**src/rtl/bingo_board_tracker.sv**
```systemverilog
// N x N bingo board held in registers. Each accepted move triggers a
// 2N+2 cycle scan (rows, columns, main diagonal, anti-diagonal) that refreshes counts and winner.
module bingo_board_tracker #(
    parameter int N  = 3,
    parameter int CW = $clog2(N),
    parameter int LW = $clog2(N+1)
) (
    input  logic          CLK,
    input  logic          RST,
    input  logic          CLEAR,
    input  logic          MOVE_VALID,
    output logic          MOVE_READY,
    input  logic [CW-1:0] MOVE_ROW,
    input  logic [CW-1:0] MOVE_COL,
    input  logic [1:0]    MOVE_PLAYER,
    output logic [LW-1:0] VERTICAL,
    output logic [LW-1:0] HORIZONTAL,
    output logic [1:0]    DIAGONAL,
    output logic          ZERO,
    output logic          ALL,
    output logic [1:0]    WIN,
    output logic          DONE,
    output logic          ERR
);
    localparam int KW = $clog2(2*N+2);
    localparam int OW = $clog2(N*N+1);
    localparam logic [KW-1:0] K_LAST = KW'(2*N+1);

    typedef enum logic {IDLE, SCAN} state_t;
    state_t state_reg, state_next;

    logic [1:0]    board_reg [N][N];
    logic [OW-1:0] occ_reg;
    logic [KW-1:0] k_reg;
    logic [LW-1:0] sh_h_reg, sh_v_reg, sh_h_next, sh_v_next;
    logic [1:0]    sh_d_reg, sh_d_next, sh_win_reg, sh_win_next;

    logic [1:0]    line_cell [N];
    logic [N-1:0]  cell_match;
    logic          line_full;
    logic [KW-1:0] k_col;
    logic          wipe, move_fire, move_oob, move_bad, move_legal;

    assign wipe       = RST || CLEAR;
    assign MOVE_READY = (state_reg == IDLE);
    assign k_col      = k_reg - KW'(N);

    // Out-of-range indices are caught before the cell lookup matters.
    assign move_oob   = ({1'b0, MOVE_ROW} >= (CW+1)'(N)) || ({1'b0, MOVE_COL} >= (CW+1)'(N));
    assign move_bad   = move_oob || (MOVE_PLAYER == 2'd0) || (MOVE_PLAYER == 2'd3) ||
                        (WIN != 2'd0) || (!move_oob && board_reg[MOVE_ROW][MOVE_COL] != 2'd0);
    assign move_fire  = (state_reg == IDLE) && MOVE_VALID && !wipe;
    assign move_legal = move_fire && !move_bad;

    // Cell gi of the line currently addressed by k_reg.
    generate
        for (genvar gi = 0; gi < N; gi++) begin : g_line
            logic [CW-1:0] r_sel, c_sel;
            always_comb begin
                r_sel = CW'(gi);
                c_sel = CW'(gi);
                if (k_reg < KW'(N)) begin
                    r_sel = k_reg[CW-1:0];
                end else if (k_reg < KW'(2*N)) begin
                    c_sel = k_col[CW-1:0];
                end else if (k_reg != KW'(2*N)) begin
                    c_sel = CW'(N-1-gi);
                end
            end
            assign line_cell[gi]  = board_reg[r_sel][c_sel];
            assign cell_match[gi] = (line_cell[gi] == line_cell[0]);
        end
    endgenerate

    assign line_full = (&cell_match) && (line_cell[0] != 2'd0);

    always_comb begin
        sh_h_next   = sh_h_reg + LW'(line_full && (k_reg < KW'(N)));
        sh_v_next   = sh_v_reg + LW'(line_full && (k_reg >= KW'(N)) && (k_reg < KW'(2*N)));
        sh_d_next   = sh_d_reg + 2'(line_full && (k_reg >= KW'(2*N)));
        sh_win_next = line_full ? line_cell[0] : sh_win_reg;
    end

    generate
        for (genvar gi = 0; gi < N; gi++) begin : g_row
            for (genvar gj = 0; gj < N; gj++) begin : g_col
                always_ff @(posedge CLK) begin
                    if (wipe) begin
                        board_reg[gi][gj] <= 2'd0;
                    end else if (move_legal && MOVE_ROW == CW'(gi) && MOVE_COL == CW'(gj)) begin
                        board_reg[gi][gj] <= MOVE_PLAYER;
                    end
                end
            end
        end
    endgenerate

    always_ff @(posedge CLK) begin
        state_reg <= state_next;
    end

    always_comb begin
        state_next = state_reg;
        if (wipe) begin
            state_next = IDLE;
        end else begin
            case (state_reg)
                IDLE:    if (move_legal) state_next = SCAN;
                SCAN:    if (k_reg == K_LAST) state_next = IDLE;
                default: state_next = IDLE;
            endcase
        end
    end

    always_ff @(posedge CLK) begin
        if (wipe) begin
            occ_reg    <= '0;
            k_reg      <= '0;
            sh_h_reg   <= '0;
            sh_v_reg   <= '0;
            sh_d_reg   <= '0;
            sh_win_reg <= '0;
            VERTICAL   <= '0;
            HORIZONTAL <= '0;
            DIAGONAL   <= '0;
            WIN        <= '0;
            ZERO       <= 1'b1;
            ALL        <= 1'b0;
            DONE       <= 1'b0;
            ERR        <= 1'b0;
        end else begin
            DONE <= 1'b0;
            ERR  <= move_fire && move_bad;
            if (move_legal) begin
                occ_reg    <= occ_reg + OW'(1);
                k_reg      <= '0;
                sh_h_reg   <= '0;
                sh_v_reg   <= '0;
                sh_d_reg   <= '0;
                sh_win_reg <= '0;
            end
            if (state_reg == SCAN) begin
                k_reg      <= k_reg + KW'(1);
                sh_h_reg   <= sh_h_next;
                sh_v_reg   <= sh_v_next;
                sh_d_reg   <= sh_d_next;
                sh_win_reg <= sh_win_next;
                if (k_reg == K_LAST) begin
                    HORIZONTAL <= sh_h_next;
                    VERTICAL   <= sh_v_next;
                    DIAGONAL   <= sh_d_next;
                    WIN        <= sh_win_next;
                    ZERO       <= (occ_reg == '0);
                    ALL        <= (occ_reg == OW'(N*N));
                    DONE       <= 1'b1;
                end
            end
        end
    end
endmodule

```
**config.mk**
```make
export PLATFORM = sky130hd
export DESIGN_NAME = bingo_board_tracker
export DESIGN_NICKNAME = d
export VERILOG_FILES = /design/src/rtl/bingo_board_tracker.sv
export SDC_FILE = /design/constraint.sdc
export NUM_CORES = 1
export LEC_CHECK = 0
export ABC_AREA = 1
export BUFFER_PORTS_ARGS = -buffer_cell sky130_fd_sc_hd__buf_2
export CAP_MARGIN = 25
export CORE_MARGIN = 2
export CORE_UTILIZATION = 54
export DETAILED_ROUTE_END_ITERATION = 12
export PLACE_DENSITY = 0.76
export SETUP_SLACK_MARGIN = 0.2
export SYNTH_ARGS = -nofsm -noshare
export SYNTH_HDL_FRONTEND = slang
export SYNTH_SLANG_ARGS = --single-unit
```
**constraint.sdc**
```tcl
create_clock -name CLK -period 2.2 [get_ports CLK]
set_input_delay 0.44 -clock CLK [delete_from_list [all_inputs] [get_ports CLK]]
set_output_delay 0.44 -clock CLK [all_outputs]
set_load 0.01 [all_outputs]
```
==> metrics.yaml, run 1 <==
run_status:
  status: "finished with violations"
  failed_checks: "negative setup slack"
cts:
  htree_levels: 2
  cts_tree: "done"
  clockRootBuffer: "clkbuf_8"
  cts.sinks: 46
  ctsHoldBuffers: 0
  clock_latency_ns: 0.30
  cts.clk_slew.worst_paths_ns: 0.09
  cts_max_path_buffers: 2
  cts_buffers: 5
global_route:
  grt_use_met3: 0.0486
  grt_busiest_layer: "met2"
  use_met2: 0.458
  grt_pass1_vias: 2842
  antenna_found_initial: 0
  overflow: 0
  grt_use_met1: 0.342
  grt_pass1_wl_um: 12800
  grt_max_degree: 21
  track_usage: 0.268
place:
  dp.cells: 534
  dp.final_hpwl_um: 5340
  dp_slack_ns: -0.244
  globalplace.congestion: 0.962
  io_buffers: 22
power_and_ir_drop:
  power.density_nw_per_um2: 425
  switchingPower_uw: 425
  ir_worst_vdd_mv: 0.366
  swShare: 0.261
  clkPwrFrac: 0.315
  cellLeakagePower_uw: 0.00174
  p_int_uw: 1210
  comb_power_share: 0.129
  pwr-share-seq: 0.556
synthesis:
  synthCells: 404
  synth.yosys.seq_area_share: 0.389
  avgSynthCellArea_um2: 7.01
  synth_flop_cell: "dfxtp_1"
  yosys_warnings: 0
  async_flop_share: 0
  synth_edf_count: 18
  synth_cell_types: 35
  syn-num-nets: 424
  ys_seq_elements: 46
  syn-cell-area_um2: 2830
setup_path:
  reg2reg_slack_ns: -0.18
  rr_worst_depth: 19
  endpoint_kind: "flop"
  worstReg2RegStart: "k_reg[0]"
  required_ns: 2.40
  crit_fanout: 4
  cp-start-kind: "flop"
  crit_type: "flop to flop"
  worstPathArrival_ns: 2.58
  r2r_end: "VERTICAL[1]"
sta:
  max_freq_mhz: 421
  min_period_over_period: 1.08
  finalHoldViolations: 0
  setup_viol: 15
  fin_ws_ns: -0.176
  tightest_slew_ns: 0.575
  slew_viol_final: 0
  relSlewSlack: 0.614
  fin_crit_ns: 2.38
  grt_setup_unrepaired: "yes"
  fin_worst_skew_ns: 0.0101
floorplan:
  die_w_um: 76.4
  rows: 26
  die_y_um: 76.4
  io_pins: 23
  coreArea_um2: 5070
  start_util: 0.558
  dieArea_um2: 5840
run:
  maxCapViolations: 0
route:
  wl_per_cell_um: 14.3
  via_count: 2979
  first_pass_iters: 5
  postRouteAntennaNets: 0
  totalWireLength_um: 7900
  vias_per_cell: 5.40
  drtIter0Drc: 350
  drc: 0
worst_hold_path:
  hold_class: "primary input to flop"
  hold_end: "ERR"
  hold_depth: 3
  min_from: "MOVE_VALID"
layout:
  largest_reg_flops: 18
  final_core_utilization: 0.755
  nets: 501
  area_growth_pct: 35.5
  num_antenna_cells: 0
  drive_above_1_share: 0.346
  final_cells: 552
==> logic make-up after synthesis <==
kind of cell	after synthesis	share of synthesized area
adder cells (fa/ha/maj)	10	0.0442
XOR/XNOR	3	0.00929
buffers and inverters	61	0.0906
AND/OR/NAND/NOR	221	0.346
flip-flops	46	0.389
AO/OA/AOI/OAI	63	0.121
==> final cells by class <==
class / instances / area, µm²
clock inverters: 2 / 13.8
repair buffers: 79 / 549
flip-flops and latches: 46 / 1110
well taps: 70 / 87.6
fillers: 376 / 1240
clock buffers: 6 / 72.6
inverters: 51 / 205
multi-input cells: 298 / 1790
==> placed cells by master, fill, tap and decap left out, types with 8 or more instances in the layout <==
| cell type | synthesis | layout |
|---|---|---|
| buf_2 | 2 | 22 |
| nand2_2 | 0 | 15 |
| nor2_4 | 3 | 9 |
| buf_4 | 2 | 54 |
| a21oi_2 | 2 | 8 |
| edfxtp_1 | 18 | 18 |
| nand3_2 | 5 | 9 |
| inv_1 | 42 | 39 |
| o21ai_0 | 28 | 22 |
| nor2_1 | 49 | 39 |
| a21oi_1 | 23 | 17 |
| nand2_1 | 118 | 101 |
| dfxtp_1 | 28 | 24 |
| nand3_1 | 35 | 28 |
==> cells in the mapped netlist, types with 2 or more instances <==
cell type | n | area [µm²]
a211oi_1 | 2 | 15.0
a21oi_1 | 23 | 115
a21oi_2 | 2 | 17.5
buf_2 | 2 | 10.0
buf_4 | 2 | 15.0
buf_6 | 2 | 22.5
clkbuf_1 | 4 | 15.0
clkinv_1 | 4 | 15.0
dfxtp_1 | 28 | 561
edfxtp_1 | 18 | 541
ha_1 | 10 | 125
inv_1 | 42 | 158
inv_2 | 4 | 15.0
nand2_1 | 118 | 443
nand2_4 | 2 | 22.5
nand3_1 | 35 | 175
nand3_2 | 5 | 50.1
nor2_1 | 49 | 184
nor2_4 | 3 | 33.8
nor3_1 | 2 | 10.0
o211ai_1 | 2 | 15.0
o21ai_0 | 28 | 140
o21ai_1 | 3 | 15.0
xor2_1 | 3 | 26.3
==> through the flow <==
| step | total power [µW] | hold slack [ns] | setup TNS (ns) | area [µm²] |
|---|---|---|---|---|
| after floorplan | 1020 | 0.450 | -0.257 | 2860 |
| after global placement | 1090 | 0.451 | -3.57 | 3350 |
| after detailed placement | 1100 | 0.458 | -5.54 | 3350 |
| after CTS | 1610 | 0.369 | -0.518 | 3580 |
| after global routing | 1690 | 0.408 | -3.46 | 3830 |
| final | 1630 | 0.384 | -1.15 | 3830 |
==> critical path, stage by stage (launching register included) <==
cell	delay, ns
dfxtp_4	0.38
inv_4	0.04
ha_4	0.15
nand3_1	0.13
nand3_4	0.13
nand2_4	0.10
nor2_1	0.04
nand2_1	0.10
nand2_1	0.07
nor2_2	0.15
nand2_1	0.08
nand2_2	0.07
nor2_4	0.05
nand2_4	0.11
nor2_4	0.05
ha_4	0.17
xor2_2	0.18
buf_4	0.15
nor2_4	0.08
nor2_1	0.04
==> routing by layer <==
| layer | share of wire | vias to the layer above |
|---|---|---|
| met1 | 0.42 | 1379 |
| li1 | - | 1466 |
| met4 | 0.019 | 0 |
| met5 | 0 | - |
| met2 | 0.51 | 115 |
| met3 | 0.054 | 19 |
==> power by group through the flow <==
stage / sequential (µW) / clock, µW / combinational, µW
floorplan: 925 / 0 / 99.0
global placement: 927 / 0 / 168
detailed placement: 928 / 0 / 170
CTS: 907 / 515 / 189
global route: 909 / 547 / 233
finish: 907 / 513 / 211
==> timing repair <==
item / in CTS / in global routing
pin swaps: 21 / 18
gates resized for setup: 36 / 51
setup buffers: 3 / 6
cloned: 1 / 0
endpoints found under the setup margin: 55 / 55
==> worst max-delay path by stage <==
stage | startpoint | to | cells after the start
after floorplan | k_reg[0] | sh_d_reg[1] | 19
after global routing | k_reg[0] | VERTICAL[1] | 19
after CTS | k_reg[0] | VERTICAL[1] | 19
after detailed placement | k_reg[1] | sh_v_reg[1] | 16
final | k_reg[0] | VERTICAL[1] | 19
after global placement | k_reg[1] | sh_v_reg[1] | 17
Note: power is estimated with default switching activity, not from simulation.
==> inputs of run 2 (changes only) <==
- CORE_ASPECT_RATIO: default -> 1.75
- CORE_UTILIZATION: 54 -> 55
- CTS_BUF_LIST: default -> sky130_fd_sc_hd__clkbuf_8
- PLACE_DENSITY: 0.76 -> 0.77
==> run 2 against run 1 <==
The run still ends with negative setup slack left. Sequential power about the same. Via count grew 8.5%. Sequential share of layout area shrank 1.2 points. Sequential cell count did not move. Critical path depth shrank 2. Hold slack better by 0.015 ns. First-iteration DRC count down 24%. Critical path type unchanged. Largest cell class unchanged.
==> metrics.yaml, run 2 (synthesis gave the netlist of run 1 again) <==
run_status:
  status: "finished with violations"
  failed_checks: "negative setup slack"
route:
  via_count: 3233
  postRouteAntennaNets: 0
  wl_per_cell_um: 17.3
  totalWireLength_um: 9360
  first_pass_iters: 7
  vias_per_cell: 5.99
  drc: 0
  drtIter0Drc: 266
place:
  dp_slack_ns: -0.287
  io_buffers: 22
  globalplace.congestion: 1.03
  dp.final_hpwl_um: 5660
  dp.cells: 521
cts:
  htree_levels: 2
  cts_tree: "done"
  ctsHoldBuffers: 0
  cts.sinks: 46
  cts_max_path_buffers: 2
  clock_latency_ns: 0.31
  cts_buffers: 5
  clockRootBuffer: "clkbuf_8"
  cts.clk_slew.worst_paths_ns: 0.09
layout:
  multi_input_area_um2: 1920
  area_growth_pct: 41.3
  seq_area_um2: 1110
  largest_reg_flops: 18
  nets: 505
  final_common_cell: "nand2_1"
  num_antenna_cells: 0
  final_cells: 540
  drive_above_1_share: 0.422
  nFillCells: 283
  layout_common_cells: "nand2_1 (80), buf_4 (48), inv_1 (39), nand2_2 (33), nor2_1 (27)"
setup_path:
  required_ns: 2.45
  endpoint_kind: "flop"
  cp-start-kind: "flop"
  crit_type: "flop to flop"
  crit_fanout: 8
  worstPathArrival_ns: 2.75
power_and_ir_drop:
  p_int_uw: 1210
  cellLeakagePower_uw: 0.00179
  pwr-share-seq: 0.546
  switchingPower_uw: 454
  clkPwrFrac: 0.314
  power.density_nw_per_um2: 415
  comb_power_share: 0.141
  swShare: 0.273
  ir_worst_vdd_mv: 0.503
floorplan:
  io_pins: 23
  die_y_um: 98.9
  coreArea_um2: 4980
  rows: 34
  dieArea_um2: 5760
  start_util: 0.569
  die_w_um: 58.2
global_route:
  overflow: 0
  track_usage: 0.310
  grt_max_degree: 21
  grt_pass1_wl_um: 13800
  antenna_found_initial: 0
  grt_pass1_vias: 3258
sta:
  slew_viol_final: 0
  max_freq_mhz: 400
  setup_viol: 16
  setup_tns_ns: -2.53
  relSlewSlack: 0.625
  finalHoldViolations: 0
  grt_setup_unrepaired: "yes"
  fin_crit_ns: 2.50
  fin_ws_ns: -0.300
  fin_worst_skew_ns: 0.00777
  tightest_slew_ns: 0.558
  finalHoldWorstSlack_ns: 0.399
  min_period_over_period: 1.14
worst_hold_path:
  hold_class: "primary input to flop"
run:
  maxCapViolations: 0
==> run 2: changes by cell type in the layout (fill, tap and decap cells not counted), sizes merged <==
cell,change
clkbuf,-1
nor2,+1
inv,+1
clkinvlp,+2
clkinv,-1
buf,+2
==> run 2: worst paths after layout <==
check / startpoint / endpoint / slack (ns) / cells after the start
hold reg to reg: DIAGONAL[0] / DIAGONAL[0] / 0.47 / 2
setup reg to reg: k_reg[0] / sh_h_reg[1] / -0.30 / 17
setup / recovery: k_reg[0] / sh_h_reg[1] / -0.30 / 17
hold / removal: MOVE_VALID / ERR / 0.40 / 3
==> run 2: final cells by class <==
class                      count  share of cell area
timing repair buffer          81               0.149
tap                           54              0.0169
clock buffer                   5              0.0172
sequential                    46               0.278
timing repair inverter         1             0.00125
inverter                      51              0.0532
multi-input combinational    299               0.481
clock inverter                 3             0.00438
==> run 2: critical path: stages (launching register included) <==
cell	delay [ns]
dfxtp_4	0.38
buf_4	0.20
nand3_4	0.16
inv_2	0.11
nand2_1	0.11
nand3_1	0.15
nand2_2	0.10
nand2_2	0.10
nor2_4	0.04
nand2_1	0.07
nand3_2	0.09
nor2_4	0.15
nand2_4	0.10
nor2_4	0.14
ha_4	0.15
xor2_2	0.17
nand2_1	0.08
a21oi_1	0.14
==> run 2: repair_timing <==
action,in CTS,in global routing
gates resized for setup,70,71
pin swaps,37,40
endpoints found under the setup margin,54,50
gates cloned,1,2
setup buffers,6,2
==> run 2: layer usage <==
| layer | up-vias | GRT usage | routed length (µm) |
|---|---|---|---|
| li1 | 1469 | - | - |
| met1 | 1492 | 0.309 | 3150 |
| met2 | 186 | 0.539 | 4950 |
| met3 | 86 | 0.0630 | 570 |
| met4 | 0 | 0.234 | 692 |
| met5 | - | 0 | 0 |
==> run 2: power by group through the flow <==
stage,combinational (µW),sequential (µW),clock [µW]
floorplan,99.0,925,0
global placement,173,926,0
detailed placement,177,927,0
CTS,204,905,518
global route,251,908,558
finish,233,906,521
==> run 2: through the flow <==
stage          instance area, µm²  utilization  power [µW]
2_1_floorplan                2860            -        1020
3_3_place_gp                 3350        0.674        1100
3_5_place_dp                 3350        0.674        1100
4_1_cts                      3740        0.751        1630
5_1_grt                      4000        0.803        1720
6_report                     4000        0.803        1660
==> inputs of run 3 (changes only) <==
- CORE_ASPECT_RATIO: 1.75 -> 0.8
==> run 3 against run 2 <==
The run still ends with negative setup slack left. Total power up 5.8%. Die area down 0.33%. Worst setup slack better by 0.078 ns. Clock power up 22%. Via count down 6.3%. Non-clock buffer count down 9. Routed wire length down 11%. Fmax up 3.2%. Largest power group unchanged.
==> metrics.yaml, run 3 (synthesis gave the netlist of run 1 again) <==
layout:
  drive_above_1_share: 0.379
  area_growth_pct: 36.5
  largest_reg_flops: 18
  nets: 494
  fin_area_um2: 3860
  num_antenna_cells: 0
  final_common_cell: "nand2_1"
  layout_common_cells: "nand2_1 (85), inv_1 (40), buf_4 (40), nor2_1 (32), nand2_2 (31)"
place:
  globalplace.congestion: 0.933
  place_area_um2: 3270
  io_buffers: 22
  dp.final_hpwl_um: 5450
sta:
  finalHoldViolations: 0
  fin_worst_skew_ns: 0.00890
  min_period_over_period: 1.10
  relSlewSlack: 0.661
  max_freq_mhz: 413
  setup_tns_ns: -2.12
  slew_viol_final: 0
  fin_crit_ns: 2.42
  fin_ws_ns: -0.222
  tightest_slew_ns: 0.508
  setup_viol: 29
  grt_setup_unrepaired: "yes"
floorplan:
  die_y_um: 68.2
  coreArea_um2: 4980
  dieArea_um2: 5740
  start_util: 0.568
  rows: 23
  die_w_um: 84.2
  io_pins: 23
cts:
  ctsHoldBuffers: 0
  htree_levels: 2
  cts_buffers: 5
  cts_tree: "done"
  cts.sinks: 46
  cts.clk_slew.worst_paths_ns: 0.09
  cts_max_path_buffers: 2
  clock_latency_ns: 0.31
  clockRootBuffer: "clkbuf_8"
setup_path:
  worstPathArrival_ns: 2.67
  required_ns: 2.45
  crit_family: "simple AND/OR/NAND/NOR gates"
  crit_type: "flop to flop"
  cpMostUsedCell: "nand2_1"
  cp_num_buf_inv: 2
  cp-start-kind: "flop"
  cpMaxStageDelayCell: "dfxtp_4"
  worstPathCellList: "buf_4, nand2_2, nand2_4, inv_1, nand2_2, a21oi_2, nand2_1, nand3b_1, nand2_1, nand2_1, nand2_1, nor2_4, nand2_4, nor2_4, ha_4, xor2_2, nand2_1, a21oi_2"
  endpoint_kind: "flop"
  reg2reg_slack_ns: -0.22
  cp_slowest_stage_delay_ns: 0.37
  crit_fanout: 7
run_status:
  status: "finished with violations"
  failed_checks: "negative setup slack"
power_and_ir_drop:
  swShare: 0.252
  cellLeakagePower_uw: 0.00173
  switchingPower_uw: 443
  p_int_uw: 1310
  clkPwrFrac: 0.361
  comb_power_share: 0.122
  ir_worst_vdd_mv: 0.356
  power.density_nw_per_um2: 455
  pwr-share-seq: 0.517
global_route:
  grt_pass1_wl_um: 12400
  track_usage: 0.273
  antenna_found_initial: 0
  grt_pass1_vias: 2717
  grt_max_degree: 21
  overflow: 0
route:
  first_pass_iters: 5
  postRouteAntennaNets: 0
  drc: 0
  drtIter0Drc: 242
  wl_per_cell_um: 15.5
  totalWireLength_um: 8330
  via_count: 3029
  vias_per_cell: 5.64
worst_hold_path:
  hold_class: "primary input to flop"
run:
  maxCapViolations: 0
[run 3: cell count changes in the layout (fill, tap and decap cells not counted), moves of 4 or more]
cell / previous run / this run
buf_4: 48 / 40
nor2_1: 27 / 32
nor2_2: 12 / 8
nand2_1: 80 / 85
[run 3: stage by stage]
step           instances  utilization  worst slack (ns)  power, µW  hold slack, ns
3_5_place_dp         517        0.658            -0.278       1100           0.458
6_report             537        0.776            -0.222       1760           0.404
4_1_cts              527        0.715            -0.104       1720           0.397
3_3_place_gp         517        0.658            -0.169       1090           0.450
5_1_grt              537        0.776            -0.418       1810           0.419
2_1_floorplan        404            -           -0.0760       1020           0.450
[run 3: worst min-delay path: stages]
cell	delay, ns
buf_2	0.10
inv_1	0.08
nor4_1	0.06
[run 3: repair_timing]
action,4_1_cts,5_1_grt
pin swaps,20,11
cloned,0,1
resized for setup,39,74
setup buffers,2,9
setup endpoints to repair,54,49
[run 3: layout make-up]
type / instances / area [µm²]
flip-flops and latches: 46 / 1110
fillers: 336 / 1110
inverters: 51 / 199
multi-input cells: 298 / 1840
well taps: 62 / 77.6
repair buffers: 72 / 523
clock inverters: 3 / 41.3
clock buffers: 5 / 68.8
[run 3: per-layer routing]
metal  track usage  up-vias  routed length (µm)
met5             0        -                   0
met4        0.0685        0                 232
met3        0.0627       31                 569
met2         0.464      135                3970
met1         0.358     1420                3550
li1              -     1443                   -
[run 3: final timing paths]
| path | endpoint | start | depth (start not counted) |
|---|---|---|---|
| max | sh_h_reg[1] | k_reg[0] | 18 |
| min reg2reg | VERTICAL[0] | VERTICAL[0] | 2 |
| min | ERR | MOVE_VALID | 3 |
| max reg2reg | sh_h_reg[1] | k_reg[0] | 18 |
[run 3: power groups by stage]
stage                     clock (µW)  sequential, µW  combinational (µW)
final                            635             908                 214
after global routing             666             910                 231
after CTS                        630             906                 181
after detailed placement           0             929                 168
after global placement             0             928                 164
after floorplan                    0             925                99.0
